### config.mk
export PLATFORM = sky130hd
export DESIGN_NAME = cam_capture_window
export DESIGN_NICKNAME = d
export VERILOG_FILES = /design/src/rtl/cam_capture_window.sv
export SDC_FILE = /design/constraint.sdc
export NUM_CORES = 1
export LEC_CHECK = 0
export BUFFER_PORTS_ARGS = -buffer_cell sky130_fd_sc_hd__buf_2
export CAP_MARGIN = 20
export CORE_MARGIN = 2
export CORE_UTILIZATION = 60
export DETAILED_ROUTE_END_ITERATION = 10
export HOLD_SLACK_MARGIN = 0.06
export PLACE_DENSITY = 0.83
export SLEW_MARGIN = 20
export SYNTH_ARGS = -nofsm -noshare
export SYNTH_HDL_FRONTEND = slang
export SYNTH_SLANG_ARGS = --single-unit
### constraint.sdc
create_clock -name p_clk -period 3.5 [get_ports p_clk]
set_input_delay 0.525 -clock p_clk [delete_from_list [all_inputs] [get_ports p_clk]]
set_output_delay 0.525 -clock p_clk [all_outputs]
set_load 0.01 [all_outputs]
### src/rtl/cam_capture_window.sv
// cam_capture_window: captures pixels from a parallel camera bus (vsync/href/p_data).
// Decimates by DECIM in both axes, crops to FRAME_W x FRAME_H, and counts completed frames.
// Optional build macro CAM_LINE_CHECK_EN: checks each line's byte count and sets a sticky line_err.
module cam_capture_window #(
    parameter int PIX_BYTES = 2,
    parameter int FRAME_W   = 640,
    parameter int FRAME_H   = 480,
    parameter int DECIM     = 1,
    parameter int FCNT_W    = 16
) (
    input  logic                                p_clk,
    input  logic                                reset,
    input  logic                                capture_en,
    input  logic                                byte_swap,
    input  logic                                vsync,
    input  logic                                href,
    input  logic [7:0]                          p_data,
    output logic [8*PIX_BYTES-1:0]              pixel_data,
    output logic                                pixel_valid,
    output logic [$clog2(FRAME_W/DECIM)-1:0]    pixel_x,
    output logic [$clog2(FRAME_H/DECIM)-1:0]    pixel_y,
    output logic                                frame_start,
    output logic                                frame_done,
    output logic [FCNT_W-1:0]                   frame_count,
    output logic                                line_err
);

    localparam int X_W   = $clog2(FRAME_W / DECIM);
    localparam int Y_W   = $clog2(FRAME_H / DECIM);
    // One extra code so the counters can park at FRAME_W / FRAME_H ("out of window").
    localparam int COL_W = $clog2(FRAME_W + 1);
    localparam int ROW_W = $clog2(FRAME_H + 1);

    localparam logic [COL_W-1:0] COL_MAX = COL_W'(FRAME_W);
    localparam logic [ROW_W-1:0] ROW_MAX = ROW_W'(FRAME_H);
    localparam logic [COL_W-1:0] COL_DEC = COL_W'(DECIM);
    localparam logic [ROW_W-1:0] ROW_DEC = ROW_W'(DECIM);
    localparam bit               ONE_BYTE = (PIX_BYTES == 1);

    typedef enum logic [1:0] {
        IDLE    = 2'd0,
        WAIT_VS = 2'd1,
        ACTIVE  = 2'd2
    } state_t;

    state_t state, next_state;

    logic vsync_q, href_q;
    logic vs_fall, vs_rise, href_rise, href_fall;
    logic start_evt, done_evt;

    logic             line_active;   // current href line began while ACTIVE
    logic             lines_seen;    // at least one line accepted this frame
    logic [COL_W-1:0] col, cur_col;
    logic [ROW_W-1:0] row;
    logic             phase, cur_phase;
    logic [7:0]       first_byte;
    logic [8*PIX_BYTES-1:0] assembled;

    logic line_start, line_end, take_byte, last_byte, keep, emit;

    assign vs_fall   = vsync_q & ~vsync;
    assign vs_rise   = ~vsync_q & vsync;
    assign href_rise = ~href_q & href;
    assign href_fall = href_q & ~href;

    // Single registered copy of the sync inputs; every edge compares against it.
    always_ff @(posedge p_clk) begin
        // NOTE: sequential state uses non-blocking assignments so every flop samples pre-edge values.
        if (reset) begin
            vsync_q <= 1'b0;
            href_q  <= 1'b0;
        end else begin
            vsync_q <= vsync;
            href_q  <= href;
        end
    end

    // Frame state register.
    always_ff @(posedge p_clk) begin
        if (reset) state <= IDLE;
        else       state <= next_state;
    end

    // Next-state logic plus the frame start/done events.
    always_comb begin
        // NOTE: defaults first so no path leaves a variable unassigned (avoids inferred latches).
        next_state = state;
        start_evt  = 1'b0;
        done_evt   = 1'b0;
        case (state)
            IDLE: begin
                if (capture_en) next_state = WAIT_VS;
            end
            WAIT_VS: begin
                if (vs_fall) begin
                    next_state = ACTIVE;
                    start_evt  = 1'b1;
                end
            end
            ACTIVE: begin
                // capture_en is only consulted here, so dropping it never truncates a frame.
                if (vs_rise) begin
                    next_state = capture_en ? WAIT_VS : IDLE;
                    done_evt   = lines_seen;
                end
            end
            default: next_state = IDLE;
        endcase
    end

    // Byte qualification, pixel completion and the decimation/crop window.
    always_comb begin
        line_start = (state == ACTIVE) && href_rise;
        line_end   = (state == ACTIVE) && href_fall && line_active;
        // Lines whose href rose outside ACTIVE are never captured, even if the frame starts mid-line.
        take_byte  = (state == ACTIVE) && href && (href_rise || line_active);
        cur_col    = href_rise ? '0 : col;
        cur_phase  = href_rise ? 1'b0 : phase;
        last_byte  = ONE_BYTE || cur_phase;
        keep       = (cur_col < COL_MAX) && (row < ROW_MAX) &&
                     ((cur_col % COL_DEC) == '0) && ((row % ROW_DEC) == '0);
        emit       = take_byte && last_byte && keep;
    end

    generate
        if (PIX_BYTES == 2) begin : g_two_byte
            // First byte is the high half unless byte_swap asks for low-first.
            always_comb assembled = byte_swap ? {p_data, first_byte} : {first_byte, p_data};
        end else begin : g_one_byte
            // Single-byte pixels pass straight through.
            always_comb assembled = p_data;
        end
    endgenerate

    // Source column/row counters and line bookkeeping; counters park at the window edge.
    always_ff @(posedge p_clk) begin
        if (reset) begin
            line_active <= 1'b0;
            lines_seen  <= 1'b0;
            col         <= '0;
            row         <= '0;
            phase       <= 1'b0;
            first_byte  <= '0;
        end else begin
            if (start_evt) begin
                row        <= '0;
                lines_seen <= 1'b0;
            end
            if (line_start) begin
                line_active <= 1'b1;
                lines_seen  <= 1'b1;
            end
            if (take_byte) begin
                phase <= ONE_BYTE ? 1'b0 : ~cur_phase;
                if (!cur_phase) first_byte <= p_data;
                if (last_byte) col <= (cur_col == COL_MAX) ? cur_col : cur_col + COL_W'(1);
                else           col <= cur_col;
            end
            // A trailing odd byte is simply forgotten: phase restarts on the next href rise.
            if (line_end) begin
                line_active <= 1'b0;
                if (row != ROW_MAX) row <= row + ROW_W'(1);
            end
            if (next_state != ACTIVE) line_active <= 1'b0;
        end
    end

    // Registered outputs: one-cycle pixel/frame pulses and the completed-frame counter.
    always_ff @(posedge p_clk) begin
        if (reset) begin
            pixel_data  <= '0;
            pixel_valid <= 1'b0;
            pixel_x     <= '0;
            pixel_y     <= '0;
            frame_start <= 1'b0;
            frame_done  <= 1'b0;
            frame_count <= '0;
        end else begin
            pixel_valid <= emit;
            frame_start <= start_evt;
            frame_done  <= done_evt;
            if (emit) begin
                pixel_data <= assembled;
                pixel_x    <= X_W'(cur_col / COL_DEC);
                pixel_y    <= Y_W'(row / ROW_DEC);
            end
            if (done_evt) frame_count <= frame_count + FCNT_W'(1);
        end
    end

`ifdef CAM_LINE_CHECK_EN
    // +2 guarantees the saturated count can never alias the expected length.
    localparam int LB_W = $clog2(FRAME_W * PIX_BYTES + 2);
    localparam logic [LB_W-1:0] LINE_BYTES = LB_W'(FRAME_W * PIX_BYTES);

    logic [LB_W-1:0] line_bytes, cur_bytes;

    assign cur_bytes = href_rise ? '0 : line_bytes;

    // Count bytes per accepted line and latch any length mismatch until reset.
    always_ff @(posedge p_clk) begin
        if (reset) begin
            line_bytes <= '0;
            line_err   <= 1'b0;
        end else begin
            if (take_byte && (cur_bytes != '1)) line_bytes <= cur_bytes + LB_W'(1);
            if (line_end && (line_bytes != LINE_BYTES)) line_err <= 1'b1;
        end
    end
`else
    assign line_err = 1'b0;
`endif

endmodule

# Yosys cells after proc, flatten, opt, wreduce, memory -nomap -nowiden
# Index checks and enable logic that the tools add are counted.
[totals]
ff_bits = 88
latch_bits = 0
ram_bits = 0
romBits = 0
in_bits = 14
elab_cells = 67
memories = 0
[op_classes]
addsub = 3
multipliers = 0
n_div = 0
order_cmp = 2
eq_ne = 5
shift = 0
n_mux = 19
n_bitwise = 9
n_reduce_logical = 13
[op_table]
columns = ["cell", "n"]
rows = [
  ["$mux W10", 3],
  ["$mux W9", 3],
  ["$add A16 B1 Y16 const B", 1],
  ["$mux W16", 1],
  ["$add A10 B1 Y10 const B", 1],
  ["$eq A10 B10 Y1 const B", 1],
  ["$lt A10 B10 Y1 const B", 1],
  ["$add A9 B1 Y9 const B", 1],
  ["$lt A9 B9 Y1 const B", 1],
  ["$ne A9 B9 Y1 const B", 1],
  ["$logic_and A1 B1 Y1", 8],
  ["$mux W1", 8],
  ["$mux W2", 3],
  ["$pmux W2 S3", 1],
  ["$not A1 Y1", 5],
  ["$and A1 B1 Y1", 4],
  ["$reduce_or A3 Y1", 1],
  ["$eq A2 B1 Y1 const B", 1],
  ["$eq A2 B2 Y1 const B", 1],
  ["$logic_not A2 Y1", 1],
  ["$ne A2 B2 Y1 const B", 1],
  ["$reduce_and A2 Y1", 1],
  ["$reduce_bool A2 Y1", 1],
  ["$logic_or A1 B1 Y1", 1],
]

# Logic depth before layout (Yosys ltp)
# Gate-level depths: netlist of run 1.
[logic_depth]
ltp_word = 7
depth_mapped = 7
ltp_nobuf = 6

# Least setup slack after synthesis of run 1
# No wires, ideal clock.
[synth_path]
kind = "input-to-reg"
from = "in href"
to = "reg col[4]"
setup_time_ns = 0.095
arrival_time_ns = 1.624
required_time_ns = 3.405
setup_slack_ns = 1.781
path_stages = 5
n_path_buf = 1
cell_sequence = "buf_2 > nand3b_2 > a21o_1 > or3_1 > a221oi_1"
[synth_via]
elab_chain_len = 5
elab_cells_between_ends = 10
classes_between = "add/sub (1); eq/ne (1); mux (4); bitwise (1); reduce/logical (3)"
[synth_lines]
columns = ["item", "line", "rtl"]
rows = [
  ["start: declaration", "16", "input logic href,"],
  ["$and A1 B1 Y1", "64", "assign href_rise = ~href_q & href;"],
  ["$mux W10", "118", "cur_col = href_rise ? '0 : col;"],
  ["$add A10 B1 Y10 / $eq A10 B10 Y1 (equally long branches)", "157", "if (last_byte) col <= (cur_col == COL_MAX) ? cur_col : cur_col + COL_W'(1);"],
  ["$mux W10 (2 in a row)", "157", ""],
  ["end signal: assignment", "157", ""],
  ["end signal: assignment", "158", "else col <= cur_col;"],
  ["end: declaration", "54", "logic [COL_W-1:0] col, cur_col;"],
]
# Several ways; a longest one is shown, not always the timed one.
# A chain may end at the register's enable or synchronous reset.

# Final worst setup path of run 1
[layout_path]
from = "reg href_q"
to = "reg pixel_data[14]"
[layout_via]
elab_chain_len = 6
elab_cells_between_ends = 10
classes_between = "order compare (1); mux (2); bitwise (2); reduce/logical (5)"
[layout_lines]
columns = ["item", "line", "rtl"]
rows = [
  ["start: declaration", "48", "logic vsync_q, href_q;"],
  ["start signal: assignment", "75", "href_q <= href;"],
  ["$not A1 Y1 *", "64", ""],
  ["$and A1 B1 Y1 *", "64", ""],
  ["$mux W10 / $logic_or A1 B1 Y1 (equally long branches)", "118, 117", ""],
  ["$lt A10 B10 Y1 / $logic_and A1 B1 Y1 (equally long branches)", "121, 117", ""],
  ["$logic_and A1 B1 Y1, on equally long branches", "121, 123", ""],
  ["$logic_and A1 B1 Y1 *", "123", "emit = take_byte && last_byte && keep;"],
  ["end signal: assignment", "184", "pixel_data <= assembled;"],
  ["end: declaration", "18", "output logic [8*PIX_BYTES-1:0] pixel_data,"],
]
# Every way passes the cells marked *; elsewhere a longest branch is shown, timed or not.

==> results of run 1 <==
[path summary, 6_finish.rpt]
| kind | slack, ns | endpoint | cells after the start |
|---|---|---|---|
| setup / recovery | 1.05 | pixel_data[14]$_SDFFE_PP0P_ | 5 |
| hold / removal | 0.43 | first_byte[5]$_SDFFE_PP0P_ | 3 |
| setup reg to reg | 1.05 | pixel_data[14]$_SDFFE_PP0P_ | 5 |
| hold reg to reg | 0.48 | pixel_x[7]$_SDFFE_PP0P_ | 2 |
[synth_stat cells (all sizes together) (12+ instances only)]
library cell  number
a21oi             56
mux2i             27
or3               12
nand4             18
buf               15
clkbuf            20
nand3             22
nand2             19
o21ai             32
dfxtp             88
nor2              31
a211oi            17
[worst max-delay path, stage by stage, from the launching register on]
cell and delay, ns:
dfxtp_1 0.44, nand2b_1 0.20, buf_4 0.20, o211a_1 0.37, nor2_1 0.87, a211oi_1 0.19
[metrics by stage]
stage | hold WS [ns] | utilization
2_1_floorplan | 0.469 | -
3_3_place_gp | 0.458 | 0.678
3_5_place_dp | 0.469 | 0.678
4_1_cts | 0.418 | 0.707
5_1_grt | 0.426 | 0.707
6_report | 0.431 | 0.707
[logic make-up (layout without fill, tap and decap cells)]
family | after synthesis | in the layout | synth area share
XOR/XNOR | 11 | 11 | 0.0239
multiplexers | 28 | 28 | 0.0699
adder cells (fa/ha/maj) | 3 | 3 | 0.00931
flip-flops | 88 | 88 | 0.437
other | 1 | 1 | 0.000930
AO/OA/AOI/OAI | 131 | 131 | 0.200
AND/OR/NAND/NOR | 150 | 150 | 0.214
buffers and inverters | 43 | 97 | 0.0456
[area by class of cell]
type	count	area, um^2	area share
tap	77	96.3	0.0212
clock buffer	10	138	0.0303
timing repair buffer	73	380	0.0838
multi-input combinational	324	2080	0.459
sequential	88	1760	0.388
clock inverter	6	48.8	0.0107
inverter	8	30.0	0.00662
[routing by layer]
layer | vias to the layer above | global-route usage
li1 | 1773 | -
met1 | 1722 | 0.321
met2 | 116 | 0.402
met3 | 7 | 0.0722
met4 | 0 | 0.0707
met5 | - | 0
[state kept, by name, summed over array words and instances (netlist names), 2 cells and up]
register and cells:
col 10, first_byte 8, frame_count 16, pixel_data 16
pixel_x 10, pixel_y 9, row 9, state 2
[cell usage in the layout, fill, tap and decap left out, types with 3 or more instances in the layout]
master,netlist,routed
ha_1,3,3
nor3_1,7,7
mux2i_1,27,27
a211oi_1,17,17
o31ai_1,4,4
and2_1,3,3
inv_6,0,4
a21oi_1,56,56
o21ai_0,32,32
a31oi_1,3,3
a21o_1,4,4
nor2b_1,5,5
inv_1,8,8
nand2_1,19,19
nand3_1,21,21
or4_1,4,4
and3_1,5,5
buf_4,2,6
buf_2,12,67
nor2_1,31,31
clkbuf_8,0,10
nand2b_1,3,3
or3_1,12,12
nand4_1,16,16
dfxtp_1,88,88
xnor2_1,4,4
xor2_1,7,7
[power by group through the flow]
stage	combinational [mW]	sequential (mW)	clock, mW
6_report	0.0752	1.01	0.659
5_1_grt	0.0813	1.01	0.723
4_1_cts	0.0745	1.01	0.677
3_5_place_dp	0.0739	1.04	0
3_3_place_gp	0.0712	1.04	0
2_1_floorplan	0.0597	1.03	0
==> flow_summary.yaml, run 1 <==
status:
  outcome: "completed"
routing:
  wl_met2_um: 4330
  met1_length_um: 4110
  top_layer_used: "met4"
  antenna_left: 0
  vias_per_cell: 6.17
  wl_per_cell_um: 15.3
  finalWirelength_um: 8990
  vias: 3618
  drc: 0
  drt_iter0_drc: 299
  drt_pass1_iterations: 4
  wl_met3_um: 475
sta:
  fmax_mhz: 409
  layout_setup_ws_ns: 1.05
  hold_viol: 0
  min_period_ns: 2.45
  rsz0062_at_grt: "false"
  setup_viol: 0
  fin_tns_setup_ns: 0
  slew_violations: 0
  maxSlewHeadroom: 0.323
  fin_skew_ns: 0.0105
  fin_crit_sh: 0.699
  tightest_slew_ns: 1.01
cts:
  cts_made_buffers: 9
  hold_buffers: 0
  cts_sinks: 88
  clk_pin_slew_ns: 0.09
  cts_root_buffer: "clkbuf_8"
  post_cts_resize_count: 0
  clk_latency_ns: 0.36
  cts_htree_levels: 3
  cts_tree: "built"
  clockBufferDepth: 2
  post_cts_buffers: 0
floorplan:
  ios: 69
  fp.dieH_um: 86.0
  row_count: 29
  core_um2: 6420
  dieArea_um2: 7390
  die_x_um: 86.0
  start_util: 0.628
power:
  swShare: 0.244
  seqPwrFrac: 0.580
  power.share.clock: 0.377
  pwr-share-comb: 0.043
  p_switching_mw: 0.427
  p_int_mw: 1.32
  p_leak_nw: 1.75
  vdd_drop_max_v: 0.000294
  power.total_mw: 1.75
  pwr_density_cell_nw_per_um2: 385
min_path:
  hold_path_startpoint: "p_data[5]"
  hold_class: "in2reg"
final_layout:
  drive_above_1_share: 0.194
  fillerInstances: 517
  syn2layout_area_growth_pct: 12.6
  postLayoutCellArea_um2: 4540
  final_cells: 586
  nNetsFinal: 521
  diodes: 0
worst_setup_path:
  cp-start-kind: "flop"
  critPathCaptureType: "flop"
  r2r-start: "href_q$_SDFF_PP0_"
  worst_ep_required_time_ns: 3.69
  crit_path_max_fanout: 23
  startpoint: "href_q$_SDFF_PP0_"
  crit_type: "reg2reg"
  cp.arrival_ns: 2.64
yosys:
  ys_types: 57
  synth_nets: 472
  synth_edf_count: 0
  synth_flop_cell: "dfxtp_1"
  synth_top_area_share: 0.437
  synth.largest_area_cell: "dfxtp_1"
  ys_ff_latch: 88
  async_flop_share: 0
  yosysSeqAreaShare: 0.437
  yosysWarnings: 0
  avgSynthCellArea_um2: 8.86
  syn_area_um2: 4030
  syn_inst: 455
  synth_area_leaders: "dfxtp_1 44%, a21oi_1 7.0%, mux2i_1 6.7%, o21ai_0 4.0%, a211oi_1 3.2%"
global_route:
  overflow: 0
  antenna_found_initial: 0
  grt_pass1_wl_um: 15000
  gr-usage-all-layers: 0.248
  grt_pass1_vias: 3309
  grt_max_degree: 32
placement:
  port_buffers: 67
  place_ws_ns: 0.893
  placed_cell_area_um2: 4350
  dp_cells: 570
  place_hpwl_um: 6150
  gp_congestion: 0.866
job:
  drv_cap: 0
Note: power is estimated with default switching activity, not from simulation.
==> run 2, diff against run 1 <==
- ABC_AREA: default -> 1
- CORE_UTILIZATION: 60 -> 56
- PLACE_DENSITY: 0.83 -> 0.79
- clock period: 3.5 -> 2.3 ns (I/O delays scaled with it)
==> run 2 against run 1 <==
Sequential power rose by 51%. Highest routed layer unchanged. Synthesized cell count grew 23%. Critical path depth rose by 4. Worst setup slack worse by 0.69 ns.
==> flow_summary.yaml, run 2 <==
status:
  outcome: "completed"
yosys:
  synth_edf_count: 0
  ys_ff_latch: 88
  synth_area_leaders: "dfxtp_1 44%, nor2_1 11%, o21ai_0 9.2%, nand2_1 7.7%, inv_1 5.8%"
  ys_types: 33
  yosysWarnings: 0
  async_flop_share: 0
  yosysMostFrequentCell: "nor2_1"
  synth_common_cells: "113 x nor2_1, 88 x dfxtp_1, 82 x nand2_1"
  synth.largest_area_cell: "dfxtp_1"
  syn_area_um2: 3980
  avgSynthCellArea_um2: 7.11
  yosysSeqAreaShare: 0.443
  synth_nets: 577
  synth_top_area_share: 0.443
  syn_inst: 560
  synth_flop_cell: "dfxtp_1"
sta:
  rsz0062_at_grt: "false"
  slew_violations: 0
  fin_skew_ns: 0.0102
  min_period_ns: 1.93
  fin_crit_sh: 0.841
  hold_viol: 0
  fmax_mhz: 517
  setup_viol: 0
  maxSlewHeadroom: 0.629
  fin_tns_setup_ns: 0
  tightest_slew_ns: 0.556
  fin_hold_ws_ns: 0.254
power:
  power.total_mw: 2.67
  vdd_drop_max_v: 0.000322
  pwr_density_cell_nw_per_um2: 589
  p_leak_nw: 1.89
global_route:
  grt_pass1_vias: 3267
  overflow: 0
  antenna_found_initial: 0
  grt_pass1_wl_um: 14000
  grt_max_degree: 43
  gr-usage-all-layers: 0.225
floorplan:
  dieArea_um2: 7800
  row_count: 30
  fp.dieH_um: 88.3
  core_um2: 6830
  die_x_um: 88.3
  ios: 69
  start_util: 0.582
cts:
  cts_htree_levels: 3
  cts_sinks: 88
  clk_pin_slew_ns: 0.08
  post_cts_resize_count: 0
  post_cts_buffers: 0
  hold_buffers: 0
  cts_root_buffer: "clkbuf_8"
  clockBufferDepth: 2
  cts_made_buffers: 9
  cts_tree: "built"
  clk_latency_ns: 0.36
placement:
  port_buffers: 67
  gp_congestion: 0.882
  place_hpwl_um: 6290
worst_setup_path:
  crit_type: "reg2reg"
  max_stage_delay_ns: 0.40
  r2r_cells: 9
  worst_ep_required_time_ns: 2.54
  crit_slowest_cell: "dfxtp_1"
  path_buf_inv: 2
  path_depth: 9
  cp-start-kind: "flop"
  cp.arrival_ns: 2.18
  reg2reg_slack_ns: 0.37
  crit_path_max_fanout: 35
  crit_chain: "nand2_1 -> inv_1 -> nand2_1 -> nor2_2 -> nor2_2 -> nand3_4 -> clkinv_2 -> o21ai_0 -> nor2_1"
  critical-path-top-delay-family: "simple AND/OR/NAND/NOR gates"
  critPathCaptureType: "flop"
routing:
  antenna_left: 0
  vias_per_cell: 5.33
  drt_pass1_iterations: 4
  vias: 3844
  drt_iter0_drc: 185
  wl_per_cell_um: 12.3
  drc: 0
  finalWirelength_um: 8840
final_layout:
  final_common_cell: "nor2_1"
  reg_top3: "frame_count (16), pixel_data (16)"
  drive_above_1_share: 0.181
  nNetsFinal: 637
  final_cell_mix: "113 x nor2_1, 88 x dfxtp_1, 82 x nand2_1"
  syn2layout_area_growth_pct: 13.9
  diodes: 0
min_path:
  hold_class: "in2reg"
  hold_depth: 3
job:
  drv_cap: 0
run 2: changes by cell type after synthesis, sizes merged, moves of 12 or more:
| cell | before | now |
|---|---|---|
| nor2 | 31 | 122 |
| nand2 | 19 | 84 |
| a211oi | 17 | 1 |
| o21ai | 32 | 75 |
| a21oi | 56 | 40 |
| inv | 8 | 65 |
| mux2i | 27 | 0 |
| or3 | 12 | 0 |
run 2: worst min-delay path, delay by kind of cell:
kind          cells  cell delay, ns
simple gates      1            0.08
buf+inv           2            0.14
run 2: metal layers:
| metal | vias to the layer above | GRT usage | part of all wire |
|---|---|---|---|
| met2 | 113 | 0.368 | 0.47 |
| met3 | 15 | 0.0382 | 0.054 |
| met1 | 1792 | 0.292 | 0.46 |
| met5 | - | 0 | 0 |
| met4 | 0 | 0.103 | 0.018 |
| li1 | 1924 | - | - |
run 2: path summary, 6_finish.rpt:
| kind | start | end |
|---|---|---|
| min | vsync | vsync_q$_SDFF_PP0_ |
| max reg2reg | row[5]$_SDFF_PP0_ | pixel_x[7]$_SDFFE_PP0P_ |
| min reg2reg | first_byte[3]$_SDFFE_PP0P_ | first_byte[3]$_SDFFE_PP0P_ |
| max | row[5]$_SDFF_PP0_ | pixel_x[7]$_SDFFE_PP0P_ |
run 2: area by class of cell:
type,instances,area [um^2]
clock buffers,12,165
clock inverters,4,27.5
fillers,638,2300
inverters,66,249
multi-input cells,385,1850
flip-flops and latches,88,1760
well taps,96,120
repair buffers,70,358
run 2: kinds of logic (layout without fill, tap and decap cells):
group	count (synthesis)	count (layout)	synth area share
adder cells (fa/ha/maj)	3	3	0.00943
buffers and inverters	87	152	0.0918
AND/OR/NAND/NOR	250	250	0.270
other	1	1	0.000942
flip-flops	88	88	0.443
AO/OA/AOI/OAI	123	123	0.162
multiplexers	8	8	0.0226
run 2: stage by stage:
stage / setup WS [ns] / utilization / area, um^2 / std cells
floorplan: 0.872 / - / 3980 / 560
global placement: 0.395 / 0.635 / 4340 / 705
detailed placement: 0.313 / 0.635 / 4340 / 705
CTS: 0.334 / 0.664 / 4530 / 721
global route: 0.100 / 0.664 / 4530 / 721
finish: 0.366 / 0.664 / 4530 / 721
run 2: power by group:
part	switching [mW]	internal (mW)
Clock	0.536	0.482
Sequential	0.00406	1.53
Combinational	0.0794	0.0407
Total	0.619	2.05
==> run 3, diff against run 2 <==
- ABC_AREA: 1 -> 0
- clock period: 2.3 -> 1.9 ns (I/O delays scaled with it)
==> run 3 against run 2 <==
Wire length grew 10%. Die area is 1.2% higher. Highest routed layer unchanged. Largest cell class unchanged. Flip-flop and latch count unchanged. Non-clock buffer count up 20.
==> flow_summary.yaml, run 3 (synthesis gave the netlist of run 1 again) <==
worst_setup_path:
  crit_chain: "and4bb_1 -> nand3_2 -> or4_1 -> a21oi_1"
  cp-start-kind: "flop"
  crit_path_max_fanout: 11
  max_stage_delay_ns: 0.55
  cp.arrival_ns: 2.06
  worst_ep_required_time_ns: 2.17
  critPathCaptureType: "flop"
  crit_type: "reg2reg"
  path_buf_inv: 0
  critical-path-top-delay-family: "simple AND/OR/NAND/NOR gates"
  crit_slowest_cell: "or4_1"
global_route:
  grt_max_degree: 34
  antenna_found_initial: 0
  overflow: 0
  gr-usage-all-layers: 0.263
  grt_pass1_wl_um: 16400
  grt_pass1_vias: 3516
cts:
  cts_root_buffer: "clkbuf_8"
  clk_latency_ns: 0.35
  hold_buffers: 0
  cts_sinks: 88
  clockBufferDepth: 2
  clk_pin_slew_ns: 0.09
  cts_tree: "built"
  cts_htree_levels: 3
  cts_made_buffers: 9
final_layout:
  diodes: 0
  nNetsFinal: 538
  syn2layout_area_growth_pct: 18.2
  final_cell_mix: "87 x dfxtp_1, 67 x buf_2, 56 x a21oi_1"
  final_common_cell: "dfxtp_1"
  drive_above_1_share: 0.221
  reg_top3: "frame_count (16), pixel_data (16)"
  utilization: 0.693
sta:
  fin_skew_ns: 0.0116
  setup_viol: 0
  fin_hold_ws_ns: 0.201
  fin_crit_sh: 0.939
  slew_violations: 0
  fin_tns_setup_ns: 0
  hold_viol: 0
  min_period_ns: 1.78
  rsz0062_at_grt: "false"
  fmax_mhz: 560
routing:
  met1_length_um: 4240
  finalWirelength_um: 9750
  vias_per_cell: 5.88
  wl_per_cell_um: 15.7
  drt_pass1_iterations: 5
  wl_met2_um: 4800
  drt_iter0_drc: 297
  antenna_left: 0
  drc: 0
  wl_met3_um: 595
  vias: 3655
  top_layer_used: "met4"
placement:
  port_buffers: 67
  gp_congestion: 0.903
  place_hpwl_um: 6650
power:
  pwr-share-comb: 0.044
  seqPwrFrac: 0.521
  power.share.clock: 0.436
  pwr_density_cell_nw_per_um2: 749
  swShare: 0.209
  p_leak_nw: 1.86
  p_int_mw: 2.82
  p_switching_mw: 0.745
  power.total_mw: 3.57
  vdd_drop_max_v: 0.000504
status:
  outcome: "completed"
floorplan:
  dieArea_um2: 7890
  die_x_um: 88.8
  start_util: 0.587
  row_count: 30
  core_um2: 6870
  ios: 69
  fp.dieH_um: 88.8
job:
  drv_cap: 0
min_path:
  hold_class: "in2reg"
-- run 3: layout make-up --
| class | instances | area, um^2 |
|---|---|---|
| clock buffer | 11 | 141 |
| clock inverter | 5 | 104 |
| fill | 563 | 2110 |
| inverter | 8 | 30.0 |
| multi-input combinational | 324 | 2080 |
| sequential | 88 | 1760 |
| tap | 96 | 120 |
| timing repair buffer | 90 | 520 |
-- run 3: per-stage QoR --
| step | setup slack, ns | cells | cell area [um^2] |
|---|---|---|---|
| after global routing | 0.00483 | 622 | 4760 |
| final | 0.115 | 622 | 4760 |
| after floorplan | 0.261 | 455 | 4030 |
| after CTS | 0.0167 | 621 | 4750 |
| after global placement | 0.156 | 605 | 4510 |
| after detailed placement | 0.0654 | 605 | 4510 |
-- run 3: what timing repair did --
action,in CTS,in global routing
resized for setup,0,1
setup buffers,0,1
endpoints found under the setup margin,0,4
-- run 3: power by group through the flow --
stage / combinational [mW] / sequential (mW) / clock [mW]
floorplan: 0.110 / 1.90 / 0
global placement: 0.150 / 1.90 / 0
detailed placement: 0.154 / 1.90 / 0
CTS: 0.155 / 1.86 / 1.58
global route: 0.170 / 1.86 / 1.66
finish: 0.155 / 1.86 / 1.55
-- run 3: final timing paths --
kind,startpoint,endpoint,slack (ns),cells after the start
setup / recovery,state[0]$_SDFF_PP0_,frame_count[12]$_SDFFE_PP0P_,0.12,4
hold / removal,p_data[2],first_byte[2]$_SDFFE_PP0P_,0.20,3
setup reg to reg,state[0]$_SDFF_PP0_,frame_count[12]$_SDFFE_PP0P_,0.12,4
hold reg to reg,pixel_y[2]$_SDFFE_PP0P_,pixel_y[2]$_SDFFE_PP0P_,0.48,2
-- run 3: routing by layer --
metal  global-route usage  vias up
met1                0.334     1735
met4               0.0606        0
li1                     -     1801
met5                    0        -
met3               0.0802       12
met2                0.441      107
-- run 3: worst min-delay path: stages --
cell	delay, ns
buf_2	0.10
mux2i_1	0.06
nor2_1	0.07
